**src/rtl/uart_tx_scheduler_if.sv**
```systemverilog
// Handshake bundle between the controller datapath, the TX scheduler
// and the UART TX frame engine.
interface uart_tx_scheduler_if #(
   parameter int DW = 8
);
   logic            alu_valid;
   logic [2*DW-1:0] alu_data;
   logic            alu_ack;
   logic            rd_valid;
   logic [DW-1:0]   rd_data;
   logic            rd_ack;
   logic            tx_busy;
   logic [DW-1:0]   tx_p_data;
   logic            tx_data_valid;
   logic            sched_busy;
   logic            drop_err;

   modport master (
      output alu_valid, alu_data, rd_valid, rd_data, tx_busy,
      input  alu_ack, rd_ack, tx_p_data, tx_data_valid,
             sched_busy, drop_err
   );

   modport slave (
      input  alu_valid, alu_data, rd_valid, rd_data, tx_busy,
      output alu_ack, rd_ack, tx_p_data, tx_data_valid,
             sched_busy, drop_err
   );
endinterface

```
**src/rtl/uart_tx_scheduler.sv**
```systemverilog
// UART TX scheduler: arbitrates ALU / register-read payloads into byte frames.
// Define UART_TX_SCHED_RR_EN for round-robin arbitration (default: ALU first).
module uart_tx_scheduler #(
   parameter int DW      = 8,
   parameter int BUSY_TO = 16
) (
   input  logic               CLK,
   input  logic               RST,
   uart_tx_scheduler_if.slave bus
);
   localparam int TW = $clog2(BUSY_TO + 1);

   typedef enum logic [2:0] {
      IDLE,
      GRANT,
      SEND,
      WAIT_H,
      WAIT_L,
      GAP
   } state_t;

   state_t          state;
   logic [2*DW-1:0] buf_q;
   logic [1:0]      byte_cnt;
   logic [TW-1:0]   to_cnt;
   logic            alu_ack_q;
   logic            rd_ack_q;
   logic            tdv_q;
   logic            sbusy_q;
   logic            drop_q;
   logic [DW-1:0]   p_data_q;
   logic            req;
   logic            pick_rd;

   assign req = bus.alu_valid | bus.rd_valid;

`ifdef UART_TX_SCHED_RR_EN
   logic ptr_rd;

   always_comb begin
      pick_rd = 1'b0;
      unique case (1'b1)
         (bus.alu_valid && bus.rd_valid):  pick_rd = ptr_rd;
         (bus.rd_valid && !bus.alu_valid): pick_rd = 1'b1;
         default:                          pick_rd = 1'b0;
      endcase
   end

   // Preference flips to the loser of every grant.
   always_ff @(posedge CLK) begin
      if (!RST) begin
         ptr_rd <= 1'b0;
      end else if (state == IDLE && req && !bus.tx_busy) begin
         ptr_rd <= !pick_rd;
      end
   end
`else
   assign pick_rd = !bus.alu_valid;
`endif

   always_ff @(posedge CLK) begin
      if (!RST) begin
         state     <= IDLE;
         buf_q     <= '0;
         byte_cnt  <= '0;
         to_cnt    <= '0;
         alu_ack_q <= 1'b0;
         rd_ack_q  <= 1'b0;
         tdv_q     <= 1'b0;
         p_data_q  <= '0;
         sbusy_q   <= 1'b0;
         drop_q    <= 1'b0;
      end else begin
         alu_ack_q <= 1'b0;
         rd_ack_q  <= 1'b0;
         tdv_q     <= 1'b0;
         drop_q    <= 1'b0;
         unique case (state)
            IDLE: begin
               // Grant decided here so the ack is visible during GRANT.
               if (req && !bus.tx_busy) begin
                  state   <= GRANT;
                  sbusy_q <= 1'b1;
                  if (pick_rd) begin
                     buf_q    <= {{DW{1'b0}}, bus.rd_data};
                     byte_cnt <= 2'd1;
                     rd_ack_q <= 1'b1;
                  end else begin
                     buf_q     <= bus.alu_data;
                     byte_cnt  <= 2'd2;
                     alu_ack_q <= 1'b1;
                  end
               end
            end
            GRANT: begin
               state    <= SEND;
               tdv_q    <= 1'b1;
               p_data_q <= buf_q[DW-1:0];
            end
            SEND: begin
               state  <= WAIT_H;
               to_cnt <= '0;
            end
            WAIT_H: begin
               if (bus.tx_busy) begin
                  state <= WAIT_L;
               end else begin
                  to_cnt <= to_cnt + 1'b1;
                  if (to_cnt == TW'(BUSY_TO - 1)) begin
                     state    <= IDLE;
                     sbusy_q  <= 1'b0;
                     drop_q   <= 1'b1;
                     byte_cnt <= '0;
                  end
               end
            end
            WAIT_L: begin
               if (!bus.tx_busy) begin
                  byte_cnt <= byte_cnt - 2'd1;
                  if (byte_cnt == 2'd1) begin
                     state   <= IDLE;
                     sbusy_q <= 1'b0;
                  end else begin
                     state <= GAP;
                  end
               end
            end
            GAP: begin
               state    <= SEND;
               tdv_q    <= 1'b1;
               p_data_q <= buf_q[2*DW-1:DW];
            end
            default: begin
               state   <= IDLE;
               sbusy_q <= 1'b0;
            end
         endcase
      end
   end

   assign bus.alu_ack       = alu_ack_q;
   assign bus.rd_ack        = rd_ack_q;
   assign bus.tx_data_valid = tdv_q;
   assign bus.tx_p_data     = p_data_q;
   assign bus.sched_busy    = sbusy_q;
   assign bus.drop_err      = drop_q;
endmodule

```
**src/flat_wrapper.sv**
```systemverilog
// flat-port wrapper written by rule: the top's interface ports become plain ports
module uart_tx_scheduler_flat 
#(
   parameter int DW      = 8,
   parameter int BUSY_TO = 16
)
  (CLK, RST, bus_alu_valid, bus_alu_data, bus_rd_valid, bus_rd_data, bus_tx_busy, bus_alu_ack, bus_rd_ack, bus_tx_p_data, bus_tx_data_valid, bus_sched_busy, bus_drop_err);
  uart_tx_scheduler_if #(.DW(DW)) bus_i ();
  input  logic CLK;
  input  logic RST;
  input wire logic [$bits(bus_i.alu_valid)-1:0] bus_alu_valid;
  input wire logic [$bits(bus_i.alu_data)-1:0] bus_alu_data;
  input wire logic [$bits(bus_i.rd_valid)-1:0] bus_rd_valid;
  input wire logic [$bits(bus_i.rd_data)-1:0] bus_rd_data;
  input wire logic [$bits(bus_i.tx_busy)-1:0] bus_tx_busy;
  output wire logic [$bits(bus_i.alu_ack)-1:0] bus_alu_ack;
  output wire logic [$bits(bus_i.rd_ack)-1:0] bus_rd_ack;
  output wire logic [$bits(bus_i.tx_p_data)-1:0] bus_tx_p_data;
  output wire logic [$bits(bus_i.tx_data_valid)-1:0] bus_tx_data_valid;
  output wire logic [$bits(bus_i.sched_busy)-1:0] bus_sched_busy;
  output wire logic [$bits(bus_i.drop_err)-1:0] bus_drop_err;
  assign bus_i.alu_valid = bus_alu_valid;
  assign bus_i.alu_data = bus_alu_data;
  assign bus_i.rd_valid = bus_rd_valid;
  assign bus_i.rd_data = bus_rd_data;
  assign bus_i.tx_busy = bus_tx_busy;
  assign bus_alu_ack = bus_i.alu_ack;
  assign bus_rd_ack = bus_i.rd_ack;
  assign bus_tx_p_data = bus_i.tx_p_data;
  assign bus_tx_data_valid = bus_i.tx_data_valid;
  assign bus_sched_busy = bus_i.sched_busy;
  assign bus_drop_err = bus_i.drop_err;
  uart_tx_scheduler #(.DW(DW), .BUSY_TO(BUSY_TO)) u_core (.CLK(CLK), .RST(RST), .bus(bus_i));
endmodule
```
**config.mk**
```make
export PLATFORM = sky130hd
export DESIGN_NAME = uart_tx_scheduler_flat
export DESIGN_NICKNAME = d
export VERILOG_FILES = /design/src/rtl/uart_tx_scheduler_if.sv /design/src/rtl/uart_tx_scheduler.sv /design/src/flat_wrapper.sv
export SDC_FILE = /design/constraint.sdc
export NUM_CORES = 1
export LEC_CHECK = 0
export CAP_MARGIN = 20
export CORE_MARGIN = 8
export CORE_UTILIZATION = 46
export DETAILED_ROUTE_END_ITERATION = 7
export GPL_TIMING_DRIVEN = 1
export PLACE_DENSITY = 0.74
export SYNTH_ARGS = -nofsm -noshare
export SYNTH_HDL_FRONTEND = slang
export SYNTH_SLANG_ARGS = --single-unit
```
**constraint.sdc**
```tcl
create_clock -name CLK -period 1.9 [get_ports CLK]
set_input_delay 0.19 -clock CLK [delete_from_list [all_inputs] [get_ports CLK]]
set_output_delay 0.19 -clock CLK [all_outputs]
set_load 0.01 [all_outputs]
```
# Word-level counts from Yosys, hierarchy flattened
# Cells that the tools add are included.
# word_totals
register_bits	39
inputBits	29
out_inout_bits	13
elab_cells	70
# classes
add_sub_neg	2
eq_ne	13
muxes	26
n_bitwise	4
n_reduce_logical	15
# ops
cell	n
16-bit 2-to-1 mux	1
8-bit one-hot mux with 2 select lines	1
3-bit 2-to-1 mux	5
3-bit one-hot mux with 5 select lines	1
2-bit 2-to-1 mux	5
5-bit one-hot mux with 2 select lines	1
1-bit 2-to-1 mux	9
3-bit by 2-bit equality test with 1-bit output, second input constant	2
3-bit equality test, second input constant	2
2-bit by 1-bit inequality test with 1-bit output, second input constant	3
2-bit one-hot mux with 3 select lines	1
3-bit AND reduction	2
6-bit AND reduction	1
3-bit OR reduction	2
5-bit by 1-bit adder with 5-bit output, second input constant	1
5-bit by 4-bit equality test with 1-bit output, second input constant	1
5-bit 2-to-1 mux	1
5-bit AND reduction	1
2-bit inequality test, second input constant	2
1-bit one-hot mux with 4 select lines	1
2-bit AND reduction	2
2-bit nonzero test	2
3-bit by 1-bit equality test with 1-bit output, second input constant	1
3-bit logical NOT	1
9 further kinds	11

# Depth between registers and ports, before layout
# Gate-level depths: netlist of the first run.
# depth
ltp_word	4
depth_mapped	7

# Worst setup path before layout of the first run
# OpenSTA, ideal clock, no wires.
# synth_path
kind	reg2reg
start	register u_core.to_cnt[0]
end	register u_core.state[0]
setup_time_ns	0.060
arrival_ns	1.430
required_ns	1.840
path_slack_ns	0.410
stages_incl_launch_ff	8
path_cell_list	dfxtp_1 ha_1 and3_1 ha_1 nor3b_1 nor2_1 o2bb2ai_1 and3_1
# synth_via
elab_chain_cells	3
# synth_lines
element	line_no	source
start, declared	uart_tx_scheduler.sv:25	logic [TW-1:0] to_cnt;
start signal, assigned	uart_tx_scheduler.sv:108	to_cnt <= to_cnt + 1'b1;
5-bit by 4-bit equality test with 1-bit output	uart_tx_scheduler.sv:109	if (to_cnt == TW'(BUSY_TO - 1)) begin
3-bit by 2-bit inequality test with 1-bit output (no source line)	--	
3-bit AND reduction (no source line)	--	
end signal, assigned	uart_tx_scheduler.sv:106	state <= WAIT_L;
end signal, assigned	uart_tx_scheduler.sv:110	state <= IDLE;
end signal, assigned	uart_tx_scheduler.sv:121	state <= IDLE;
end, declared	uart_tx_scheduler.sv:22	state_t state;
# Every way passes these cells.
# A chain may end at the register's enable or synchronous reset.

# Final worst setup path of the first run
# Same ends and word-level chain as after synthesis.

==> results of run 1 <==
state kept, by name (all words and copies together) (netlist names), 2 cells and up:
signal	count
u_core.buf_q	16
u_core.bus.tx_p_data	8
u_core.byte_cnt	2
u_core.state	3
u_core.to_cnt	5
power groups by stage:
stage          clock network (mW)  registers (mW)  logic, mW
2_1_floorplan                   0           0.999      0.409
3_3_place_gp                    0            1.01      0.616
3_5_place_dp                    0            1.02      0.625
4_1_cts                     0.711            1.00      0.629
5_1_grt                     0.740            1.02      0.690
6_report                    0.691            1.00      0.624
cells in the final DEF, fill, tap and decap left out, types with 2 or more instances in the layout:
master	netlist	final
a21boi_1	8	8
a21oi_1	7	7
a31oi_1	2	2
and2_1	3	3
and3_1	5	5
buf_4	0	14
clkbuf_8	0	5
clkdlybuf4s50_1	0	41
dfxtp_1	39	39
ha_1	3	3
inv_1	5	5
mux2i_1	19	19
nand2_1	34	34
nand2b_1	2	2
nand3_1	9	9
nor2_1	10	10
nor2b_1	3	3
nor3_1	2	2
nor3b_1	2	2
o211a_1	16	16
o21ai_0	2	2
o21ai_1	2	2
o31ai_1	3	3
path summary, 6_finish.rpt:
path                            cells after the start                             to                     startpoint
worst max-delay path                                7   u_core.state[0]$_SDFFE_PN0P_  u_core.to_cnt[0]$_SDFFE_PN0P_
worst min-delay path                                2  u_core.buf_q[11]$_SDFFE_PN0P_  u_core.buf_q[11]$_SDFFE_PN0P_
worst max register to register                      7   u_core.state[0]$_SDFFE_PN0P_  u_core.to_cnt[0]$_SDFFE_PN0P_
worst min register to register                      2  u_core.buf_q[11]$_SDFFE_PN0P_  u_core.buf_q[11]$_SDFFE_PN0P_
metal layers:
metal	part of all wire, %	wire [um]
met5	0	0
met4	1.5	64
met3	6.2	268
met2	46	2000
met1	46	1980
worst max-delay path: stages (launching register included):
cell and delay, ns:
dfxtp_1 0.35, ha_1 0.24, and3_1 0.19, ha_1 0.26, nor3b_1 0.22, nor2_1 0.06, o2bb2ai_1 0.13, and3_1 0.16
cells by family after synthesis:
group | synth area share (%)
muxes | 9.99
buffers and inverters | 6.37
and+or+nand+nor | 20.6
AOI/OAI and AO/OA | 20.1
adders and majority gates | 1.97
DFF | 41.0
final cells by class:
| class | instances | area [um^2] | share of cell area [%] |
|---|---|---|---|
| Tap cell | 50 | 62.6 | 2.51 |
| Sequential cell | 39 | 781 | 31.3 |
| Clock inverter | 3 | 43.8 | 1.76 |
| Multi-Input combinational cell | 149 | 1000 | 40.2 |
| Inverter | 5 | 18.8 | 0.753 |
| Clock buffer | 5 | 68.8 | 2.76 |
| Timing Repair Buffer | 55 | 515 | 20.7 |
synth_stat cells, types with 2 or more instances:
master | n | area [um^2]
nand2b_1 | 2 | 12.5
nor3_1 | 2 | 10.0
inv_1 | 5 | 18.8
mux2i_1 | 19 | 190
ha_1 | 3 | 37.5
nor3b_1 | 2 | 15.0
o21ai_0 | 2 | 10.0
buf_2 | 7 | 35.0
o211a_1 | 16 | 160
a21oi_1 | 7 | 35.0
nand2_1 | 34 | 128
dfxtp_1 | 39 | 781
nand3_1 | 9 | 45.0
and2_1 | 3 | 18.8
clkbuf_1 | 8 | 30.0
o31ai_1 | 3 | 22.5
a21boi_1 | 8 | 60.1
and3_1 | 5 | 31.3
nor2_1 | 10 | 37.5
nor2b_1 | 3 | 18.8
a31oi_1 | 2 | 12.5
o21ai_1 | 2 | 10.0
buf_6 | 3 | 33.8
through the flow:
| stage | util [%] | cell area (um^2) | total power, mW |
|---|---|---|---|
| floorplan | - | 1900 | 1.41 |
| global placement | 59.5 | 2380 | 1.63 |
| detailed placement | 59.5 | 2380 | 1.64 |
| CTS | 62.3 | 2490 | 2.34 |
| global route | 62.3 | 2490 | 2.45 |
| finish | 62.3 | 2490 | 2.32 |
==> results.json, run 1 <==
{
  "dp_hpwl_um": 3040,
  "postRouteWirelength_um": 4320,
  "antenna_found_initial": 0,
  "setup_slack_ns": 0.239,
  "setup_viol_count_final": 0,
  "drt-wirelength-per-cell_um": 14.1,
  "netSwitchingFraction_pct": 29.3,
  "postSynthRegisterBits": 39,
  "grt_pass1_wl_um": 7380,
  "cts_hold_repair.buffers": 0,
  "synth_edf_count": 0,
  "finClkSkew_ns": 0.00606,
  "synth-warning-count": 0,
  "post_synthesis_cell_count": 212,
  "timing.setup.tns_ns": 0,
  "post-place-ws_ns": 0.128,
  "maxClockFrequency_mhz": 602,
  "grt_pass1_vias": 1648,
  "timing.final.crit_share_pct": 87.4,
  "areaGrowthSynthToFinish_pct": 30.9,
  "drt_iter0_markers": 129,
  "use_met3_pct": 4.46,
  "endpoint_kind": "flop",
  "yosys_most_used_dff": "dfxtp_1",
  "antenna-diode-count": 0,
  "tritoncts": "yes",
  "pwr-share-seq_pct": 43.2,
  "routed_via_density": 5.29,
  "fp-row-count": 23,
  "dpl.cell_count": 298,
  "timing_worst_slew_pin_value_ns": 0.604,
  "h_tree_depth": 2,
  "final.fill_count": 360,
  "path_class": "reg2reg",
  "ant_nets": 0,
  "power_frac_comb_pct": 26.9,
  "number_of_buffers_between_clock_root_and_the_deepest_sink": 2,
  "fraction_of_registers_with_async_set_reset_pct": 0,
  "clk_latency_ns": 0.29,
  "post-cts-setup-buffer-count": 0,
  "netlist-cell-type-count": 41,
  "grt_max_degree": 28,
  "fraction_of_met2_tracks_used_by_global_routing_pct": 23.1,
  "cts-root-buf": "clkbuf_8",
  "total_overflow_reported_by_the_global_router": 0,
  "result_of_the_run": "finished, final reports clean",
  "syn_area_per_cell_um2": 8.98,
  "drc_errors": 0,
  "drive_gt1_share_pct": 9.38,
  "fin_crit_ns": 1.66,
  "hold_slack_ns": 0.459,
  "internal_power_mw": 1.64,
  "postCtsResizedCells": 0,
  "drt-pass1-iter-count": 4,
  "leakagePower_nw": 1.11,
  "die_area_um2": 6450,
  "track_usage_pct": 14.2,
  "die_x_um": 80.3,
  "pwr_density_cell_nw_per_um2": 930,
  "dieHeight_um": 80.3,
  "cts.sink_count": 39,
  "rsz0062_at_grt": "false",
  "core_um2": 4000,
  "syn_area_um2": 1900,
  "timing.critical_path.required_ns": 2.14,
  "synth-seq-area-share_pct": 41.0,
  "grt_most_used_layer": "met2",
  "floorplan.io_pins": 42,
  "finalNetCount": 287,
  "route.vias.total": 1620,
  "critical_path.startpoint_type": "flop",
  "synth_nets": 244,
  "maxSlewViolCount": 0,
  "critPathArrivalTime_ns": 1.90,
  "ff2ff_setup_slack_ns": 0.24,
  "total_switching_power_mw": 0.679,
  "gp_routability_congestion": 0.794,
  "max_cap_violations": 0,
  "finish.cell_count_without_fillers": 306,
  "hold_violations": 0,
  "holdCritPathClass": "reg2reg",
  "cp_max_fo": 6,
  "clk_transition_reported_paths_ns": 0.08,
  "slew_headroom_pct": 59.7,
  "inserted_clock_buffers": 5,
  "clkPwrFrac_pct": 29.8,
  "grt_use_met1_pct": 16.8,
  "initial_core_utilization_pct": 47.6,
  "power.ir.vdd_worst_uv": 404,
  "buffer_ports.inserted": 41
}
Note: power is estimated with default switching activity, not from simulation.
==> inputs of run 2 (changes only) <==
Settings changed: GPL_ROUTABILITY_DRIVEN set to 0, GPL_TIMING_DRIVEN 1 to not set.
==> results of run 2 <==
Same layout as run 1: the final DEF is identical, and so are final timing and power.
